--- config.mk ---
export PLATFORM = sky130hd
export DESIGN_NAME = clk_en_ctrl
export DESIGN_NICKNAME = d
export VERILOG_FILES = /design/src/rtl/clk_en_ctrl_pkg.sv /design/src/rtl/clk_en_counter.sv /design/src/rtl/clk_en_ctrl.sv
export SDC_FILE = /design/constraint.sdc
export NUM_CORES = 1
export LEC_CHECK = 0
export CORE_MARGIN = 4
export CORE_UTILIZATION = 30
export CTS_CLUSTER_DIAMETER = 50
export CTS_CLUSTER_SIZE = 25
export DETAILED_ROUTE_END_ITERATION = 8
export GPL_TIMING_DRIVEN = 1
export PLACE_DENSITY = 0.45
export SLEW_MARGIN = 20
export SYNTH_ARGS = -nofsm -noshare
export SYNTH_HDL_FRONTEND = slang
export SYNTH_SLANG_ARGS = --single-unit
--- constraint.sdc ---
create_clock -name clk -period 4.55 [get_ports clk]
set_input_delay 0.6825 -clock clk [delete_from_list [all_inputs] [get_ports clk]]
set_output_delay 0.6825 -clock clk [all_outputs]
set_load 0.01 [all_outputs]
--- src/rtl/clk_en_ctrl_pkg.sv ---
// Shared definitions for the clock-enable controller.
//   state_t    : FSM state encoding (IDLE, RUN, PEND), 2 bits
//   CNT_W_DEF  : default width of the divide-ratio / period counter
//   DEF_DIV_C  : default divide ratio loaded at reset (50 MHz -> 1 Hz)
package clk_en_ctrl_pkg;

  localparam int unsigned CNT_W_DEF = 28;
  localparam logic [27:0] DEF_DIV_C = 28'd50_000_000;

  typedef enum logic [1:0] {
    IDLE = 2'd0,
    RUN  = 2'd1,
    PEND = 2'd2
  } state_t;

endpackage

--- src/rtl/clk_en_counter.sv ---
// Loadable down-counter with terminal-count flag.
//   clk      : clock
//   rst      : asynchronous active-low reset (count -> 0)
//   load     : load load_val on the next edge (has priority over dec)
//   load_val : value to load
//   dec      : decrement by one; saturates at zero instead of wrapping
//   cnt      : current count
//   tc       : terminal count, high while cnt == 0
module clk_en_counter
  import clk_en_ctrl_pkg::*;
#(
  parameter int CNT_W = 28
) (
  input  logic             clk,
  input  logic             rst,
  input  logic             load,
  input  logic [CNT_W-1:0] load_val,
  input  logic             dec,
  output logic [CNT_W-1:0] cnt,
  output logic             tc
);

  localparam logic [CNT_W-1:0] ONE = CNT_W'(1);

  always_ff @(posedge clk or negedge rst) begin
    if (!rst) begin
      cnt <= '0;
    end else if (load) begin
      cnt <= load_val;
    end else if (dec && (cnt != '0)) begin
      cnt <= cnt - ONE;
    end
  end

  assign tc = (cnt == '0);

endmodule

--- src/rtl/clk_en_ctrl.sv ---
// Clock-enable controller: produces a one-cycle tick every `active` clk
// cycles while running, plus an LED square wave toggling on every tick.
// A new ratio offered while running is held in a shadow register and only
// takes effect once the current period has completed.
//   clk       : single clock, no derived clocks
//   rst       : asynchronous active-low reset
//   cfg_valid : cfg_div carries a new divide ratio
//   cfg_div   : divide ratio in clk cycles per tick (0 behaves as 1)
//   cfg_ready : a ratio can be accepted this cycle (low while one is pending)
//   start     : begin ticking (ignored while already running)
//   stop      : halt ticking (wins over start)
//   tick      : registered one-cycle clock-enable pulse
//   led       : toggles on every tick
//   running   : high in RUN and PEND
module clk_en_ctrl
  import clk_en_ctrl_pkg::*;
#(
  parameter int               CNT_W   = 28,
  parameter logic [CNT_W-1:0] DEF_DIV = DEF_DIV_C
) (
  input  logic             clk,
  input  logic             rst,
  input  logic             cfg_valid,
  input  logic [CNT_W-1:0] cfg_div,
  output logic             cfg_ready,
  input  logic             start,
  input  logic             stop,
  output logic             tick,
  output logic             led,
  output logic             running
);

  localparam logic [CNT_W-1:0] ONE = CNT_W'(1);

  // Ratios 0 and 1 both mean "tick every cycle"; keeps reloads >= 1.
  function automatic logic [CNT_W-1:0] eff_ratio(input logic [CNT_W-1:0] d);
    return (d == '0) ? ONE : d;
  endfunction

  state_t           state, state_nxt;
  logic [CNT_W-1:0] active, active_nxt;
  logic [CNT_W-1:0] shadow, shadow_nxt;
  logic [CNT_W-1:0] cnt, cnt_val;
  logic             cnt_ld, cnt_dec, cnt_tc;
  logic             tick_nxt;
  logic             xfer;
  logic [CNT_W-1:0] eff;

  assign xfer = cfg_valid && cfg_ready;
  assign eff  = eff_ratio(cfg_div);

  clk_en_counter #(.CNT_W(CNT_W)) u_cnt (
    .clk      (clk),
    .rst      (rst),
    .load     (cnt_ld),
    .load_val (cnt_val),
    .dec      (cnt_dec),
    .cnt      (cnt),
    .tc       (cnt_tc)
  );

  always_comb begin
    state_nxt  = state;
    active_nxt = active;
    shadow_nxt = shadow;
    cnt_ld     = 1'b0;
    cnt_val    = '0;
    cnt_dec    = 1'b0;
    tick_nxt   = 1'b0;
    case (state)
      IDLE: begin
        if (xfer) active_nxt = eff;
        if (stop) begin
          cnt_ld = 1'b1;
        end else if (start) begin
          state_nxt = RUN;
          cnt_ld    = 1'b1;
          cnt_val   = active - ONE;
        end
      end
      RUN: begin
        if (stop) begin
          // A ratio arriving with stop is committed straight to active.
          if (xfer) active_nxt = eff;
          state_nxt = IDLE;
          cnt_ld    = 1'b1;
        end else begin
          if (cnt_tc) begin
            tick_nxt = 1'b1;
            cnt_ld   = 1'b1;
            cnt_val  = active - ONE;
          end else begin
            cnt_dec = 1'b1;
          end
          if (xfer) begin
            shadow_nxt = eff;
            state_nxt  = PEND;
          end
        end
      end
      PEND: begin
        if (stop) begin
          // Commit the pending ratio so it survives the stop.
          active_nxt = shadow;
          state_nxt  = IDLE;
          cnt_ld     = 1'b1;
        end else if (cnt_tc) begin
          tick_nxt   = 1'b1;
          active_nxt = shadow;
          cnt_ld     = 1'b1;
          cnt_val    = shadow - ONE;
          state_nxt  = RUN;
        end else begin
          cnt_dec = 1'b1;
        end
      end
      default: begin
        state_nxt = IDLE;
        cnt_ld    = 1'b1;
      end
    endcase
  end

  always_ff @(posedge clk or negedge rst) begin
    if (!rst) begin
      state     <= IDLE;
      active    <= DEF_DIV;
      shadow    <= DEF_DIV;
      tick      <= 1'b0;
      led       <= 1'b0;
      running   <= 1'b0;
      cfg_ready <= 1'b1;
    end else begin
      state     <= state_nxt;
      active    <= active_nxt;
      shadow    <= shadow_nxt;
      tick      <= tick_nxt;
      if (tick_nxt) led <= ~led;
      running   <= (state_nxt != IDLE);
      cfg_ready <= (state_nxt != PEND);
    end
  end

endmodule

After elaboration in Yosys (flattened, before gate mapping)
Index checks and enable logic that the tools add are counted.
{"block": "totals", "mem_count": 0, "latch_bits": 0, "inputBits": 33, "ram_bits": 0, "rom_bits": 0, "output_inout_bits": 4, "ff_bits": 90}
{"block": "classes", "div_mod_pow": 0, "mux": 32, "order_cmp": 0, "shifts": 0, "addsub": 3, "n_reduce_logical": 12, "mul": 0, "eq_ne": 5, "bitwise_logic": 2}
{"op": "2-to-1 mux 28 bit", "n": 13}
{"op": "case mux 28 bit (3 select lines)", "n": 2}
{"op": "subtractor 28 x 1 -> 28 bit, second input constant", "n": 3}
{"op": "logical NOT 28 bit", "n": 2}
{"op": "nonzero test 28 bit", "n": 1}
{"op": "2-to-1 mux 2 bit", "n": 6}
{"op": "2-to-1 mux 1 bit", "n": 9}
{"op": "case mux 2 bit (3 select lines)", "n": 1}
{"op": "AND reduction 3 bit", "n": 2}
{"op": "inequality test 2 bit, second input constant", "n": 2}
{"op": "nonzero test 2 bit", "n": 2}
{"op": "inequality test 3 bit, second input constant", "n": 1}
{"op": "nonzero test 3 bit", "n": 1}
{"op": "equality test 2 x 1 -> 1 bit, second input constant", "n": 1}
{"op": "equality test 2 bit, second input constant", "n": 1}
{"op": "logical AND 1 bit", "n": 2}
{"op": "logical NOT 2 bit", "n": 1}
{"op": "inverter 1 bit", "n": 2}
{"op": "case mux 1 bit (2 select lines)", "n": 1}
{"op": "OR reduction 2 bit", "n": 1}

Longest topological paths before layout
{"block": "logic_depth", "ltp_word": 7, "ltp_mapped": 10, "mapped_depth_nobuf": 8}

Cells and area by module
Synthesis repeated with hierarchy kept, for this count alone.
{"block": "hier_totals", "cells_unflattened": 673, "hier_area_um2": 6094.6}
{"mod": "clk_en_ctrl", "cells_per_inst": 470, "area_per_inst_um2": 4350.4, "n_inst": 1, "seq_area_each_um2": 1582.8}
{"mod": "clk_en_counter", "cells_per_inst": 203, "area_per_inst_um2": 1744.2, "n_inst": 1, "seq_area_each_um2": 700.7}

Worst setup path after synthesis
Ideal clock, no wire load.
{"block": "synth_timing", "path_type": "register -> register", "from": "register u_cnt.cnt[0]", "to": "register active[10]", "t_required_ps": 4425, "path_stages_with_launch": 11, "setup_time_ps": 125, "arrival_time_ps": 2372, "synth_period_minus_slack_ps": 2497, "path_slack_ps": 2053, "cell_sequence": "dfrtp_1 > inv_1 > ha_1 > or4b_4 > nor4_4 > nand2_1 > a21oi_2 > o21a_1 > buf_6 > buf_12 > mux2_4"}
{"block": "synth_via", "elab_chain_len": 3}
{"item": "start: declaration", "line": "clk_en_counter.sv:19", "rtl": "output logic [CNT_W-1:0] cnt,"}
{"item": "start signal: assignment", "line": "clk_en_counter.sv:29", "rtl": "cnt <= load_val;"}
{"item": "start signal: assignment", "line": "clk_en_counter.sv:31", "rtl": "cnt <= cnt - ONE;"}
{"item": "logical NOT 28 bit", "line": "clk_en_counter.sv:35", "rtl": "assign tc = (cnt == '0);"}
{"item": "inequality test 3 bit (no line)"}
{"item": "AND reduction 3 bit (no line)"}
{"item": "end signal: assignment", "line": "clk_en_ctrl.sv:135", "rtl": "active <= active_nxt;"}
{"item": "end: declaration", "line": "clk_en_ctrl.sv:41", "rtl": "logic [CNT_W-1:0] active, active_nxt;"}
No other way between the ends.
A chain may end at the register's enable or synchronous reset.

Worst setup path after layout
{"block": "layout_timing", "from": "register u_cnt.cnt[0]", "to": "register u_cnt.cnt[16]"}
{"block": "layout_via", "elab_chain_len": 6}
{"item": "branches (longest 6 deep; another with subtractor 28 x 1 -> 28 bit)"}
Parallel ways; which one is timed is not known. The select of a mux whose other input is x is not followed.

==> flow_summary.yaml <==
route:
  dr.pass1.iters: 5
  wl_um: 18290
  ant_nets: 0
  routedWlPerCell_um: 20.16
  drt_iter0_markers: 383
  routed_via_density: 5.684
  route.detailed.drc: 0
  num_vias: 5155
clock_network:
  cts_root_buffer: "clkbuf_16"
  clk-insertion-delay-late_ns: 0.35
  cts_hold_buf: 0
  cts_tree: "built"
  postCtsSetupBuffers: 0
  clk_pin_slew_ns: 0.07
  cts-buffers-inserted: 9
  cts_sinks: 90
  cts_buffer_depth: 2
  post_cts_resized: 0
  cts_max_level: 3
synthesis:
  synth_top_area_cell: "dfrtp_1"
  muxShareOfSynthArea_pct: 15.84
  synth_top_family_by_area: "simple AND/OR/NAND/NOR gates"
  synthTopCellsByArea: "dfrtp_1 27%, mux2_2 11%, dfstp_2 11%"
  synth_edf_count: 0
  async_reset_ff_share_pct: 100.0
  synth-simple-area-share_pct: 20.41
  syn-num-nets: 656
  syn_area_um2: 6123
  ys_seq_area_share_pct: 37.29
  syn_area_per_cell_um2: 9.957
  synth_fa_ha_area_share_pct: 1.635
  ys_ff_latch: 90
  synth_cell_types: 69
  synth-compound-area-share_pct: 14.77
  synth_xor_area_share_pct: 6.293
  yosysTopAreaCellShare_pct: 26.56
  synth_cells: 615
  yosys_warnings: 0
  yosys_most_used_dff: "dfrtp_1"
die:
  io_pins: 37
  die_area_um2: 22760
  die_h_um: 150.9
  die_x_um: 150.9
  core_um2: 19780
  initial_utilization_pct: 30.96
  core.rowCount: 51
critical_path:
  crit_fanout: 16
  cp-start-kind: "flip-flop"
  critPathLaunch: "u_cnt.cnt[0]$_DFFE_PN0P_"
  critical_path_class: "reg -> reg"
  arrival_ns: 3.39
  required_ns: 4.79
  crit_path_end_kind: "flip-flop"
  r2r-start: "u_cnt.cnt[0]$_DFFE_PN0P_"
place:
  numPortBuffers: 36
  dp_hpwl_um: 13250
  place_congestion: 0.8663
  placed_area_um2: 6679
global_routing:
  grt_max_degree: 60
  grtUsageTotal_pct: 16.42
  grt_pass1_vias: 4882
  overflow: 0
  antenna_found_initial: 0
  grt_pass1_wl_um: 29060
sta:
  rsz0062_at_grt: "no"
  period_minus_slack_ns: 3.152
  hold_viol_final: 0
  max_freq_mhz: 317.2
  clock_skew_ns: 0.01130
  worstMarginPinSlew_ns: 0.9417
  finalSetupTns_ns: 0
  final.period_utilization_pct: 69.28
  slew_headroom_pct: 36.64
  drv_slew: 0
  setup_viol: 0
cells_and_area:
  fin_util_pct: 35.27
  final_common_cell: "dfrtp_1"
  area_growth_pct: 13.94
  drive_gt1_share_pct: 23.21
  fin_area_um2: 6977
  num-nets-final: 678
  final_cell_mix: "65 x dfrtp_1, 59 x mux2_2, 38 x nor4_1"
  antennaDiodeCount: 0
status:
  status: "finished clean"
power_and_ir_drop:
  leakage_uw: 0.002592
  max-vdd-ir-drop_mv: 0.2820
  power_density_nw_per_um2: 731.7
worst_hold_path:
  worstHoldPathType: "in -> async"
run:
  drv_cap: 0
==> sequential cells by signal, summed over array words and instances, names as in the netlist <==
signal / cells
running: 1
cfg_ready: 1
state: 2
shadow: 28
tick: 1
u_cnt.cnt: 28
active: 28
led: 1
==> Yosys cell counts, drive strengths merged, types with 5 or more instances <==
master and number:
a22o 7, or2 6, nor4 45, nor3 27, nor2 35, o31ai 16, o31a 5, o22ai 17
nand2b 7, or4 14, nand2 33, dfstp 25, dfrtp 65, a22oi 12, xor2 23, a31oi 5
o21ai 28, clkbuf 16, inv 12, buf 15, ha 8, xnor2 21, nand4 5, nand3 10
or3 10, mux2 76, a21oi 23, mux2i 5
==> final timing paths <==
kind | endpoint | slack (ns) | depth (start not counted)
max in group asynchronous | shadow[25]$_DFFE_PN1P_ | 3.15 | 2
min in group clk | led$_DFFE_PN0P_ | 0.46 | 1
worst min-delay path | u_cnt.cnt[5]$_DFFE_PN0P_ | 0.43 | 1
worst min register to register | led$_DFFE_PN0P_ | 0.46 | 1
worst max-delay path | u_cnt.cnt[16]$_DFFE_PN0P_ | 1.40 | 8
worst max register to register | u_cnt.cnt[16]$_DFFE_PN0P_ | 1.40 | 8
==> worst max-delay path, stage by stage, from the launching register on <==
cell	delay, ns
dfrtp_1	0.41
inv_1	0.13
ha_1	0.15
or4b_4	0.50
nor4_4	0.36
a21oi_1	0.32
nor2_2	0.72
o311ai_1	0.22
o32ai_1	0.25
==> final cells by class <==
class	count	area, um^2
timing repair buffer	42	402.9
inverter	12	45.04
fill	2069	12800
tap	265	331.6
clock buffer	12	246.5
clock inverter	4	51.30
multi-input combinational	482	3616
sequential	90	2283
==> metrics by stage <==
step / cells / setup slack, ns / power [uW] / hold slack (ns)
floorplan: 615 / 2.053 / 3644 / 0.3869
global placement: 891 / 1.383 / 4274 / 0.4553
detailed placement: 891 / 1.297 / 4310 / 0.4617
CTS: 907 / 1.429 / 5111 / 0.4560
global route: 907 / 1.226 / 5455 / 0.4894
finish: 907 / 1.398 / 5105 / 0.4258
==> power by group <==
part | total, uW | internal (uW) | switching (uW)
sequential | 1820 | 1270 | 551
combinational | 2510 | 1170 | 1340
clock | 782 | 442 | 340
total | 5110 | 2880 | 2230
==> cell families after synthesis <==
| kind of cell | Yosys count |
|---|---|
| AO/OA/AOI/OAI | 135 |
| XOR/XNOR | 44 |
| adder cells (fa/ha/maj) | 8 |
| buffers and inverters | 43 |
| flip-flops | 90 |
| multiplexers | 81 |
| AND/OR/NAND/NOR | 214 |
==> per-layer routing <==
| metal | vias to the layer above | global-route usage [%] | routed length (um) |
|---|---|---|---|
| met1 | 2590 | 24.48 | 8932 |
| met2 | 151 | 24.54 | 8105 |
| met5 | - | 0 | 0 |
| met3 | 15 | 2.573 | 1002 |
| li1 | 2399 | - | - |
| met4 | 0 | 4.624 | 246 |
No activity file was read; power rests on OpenSTA's default activity.
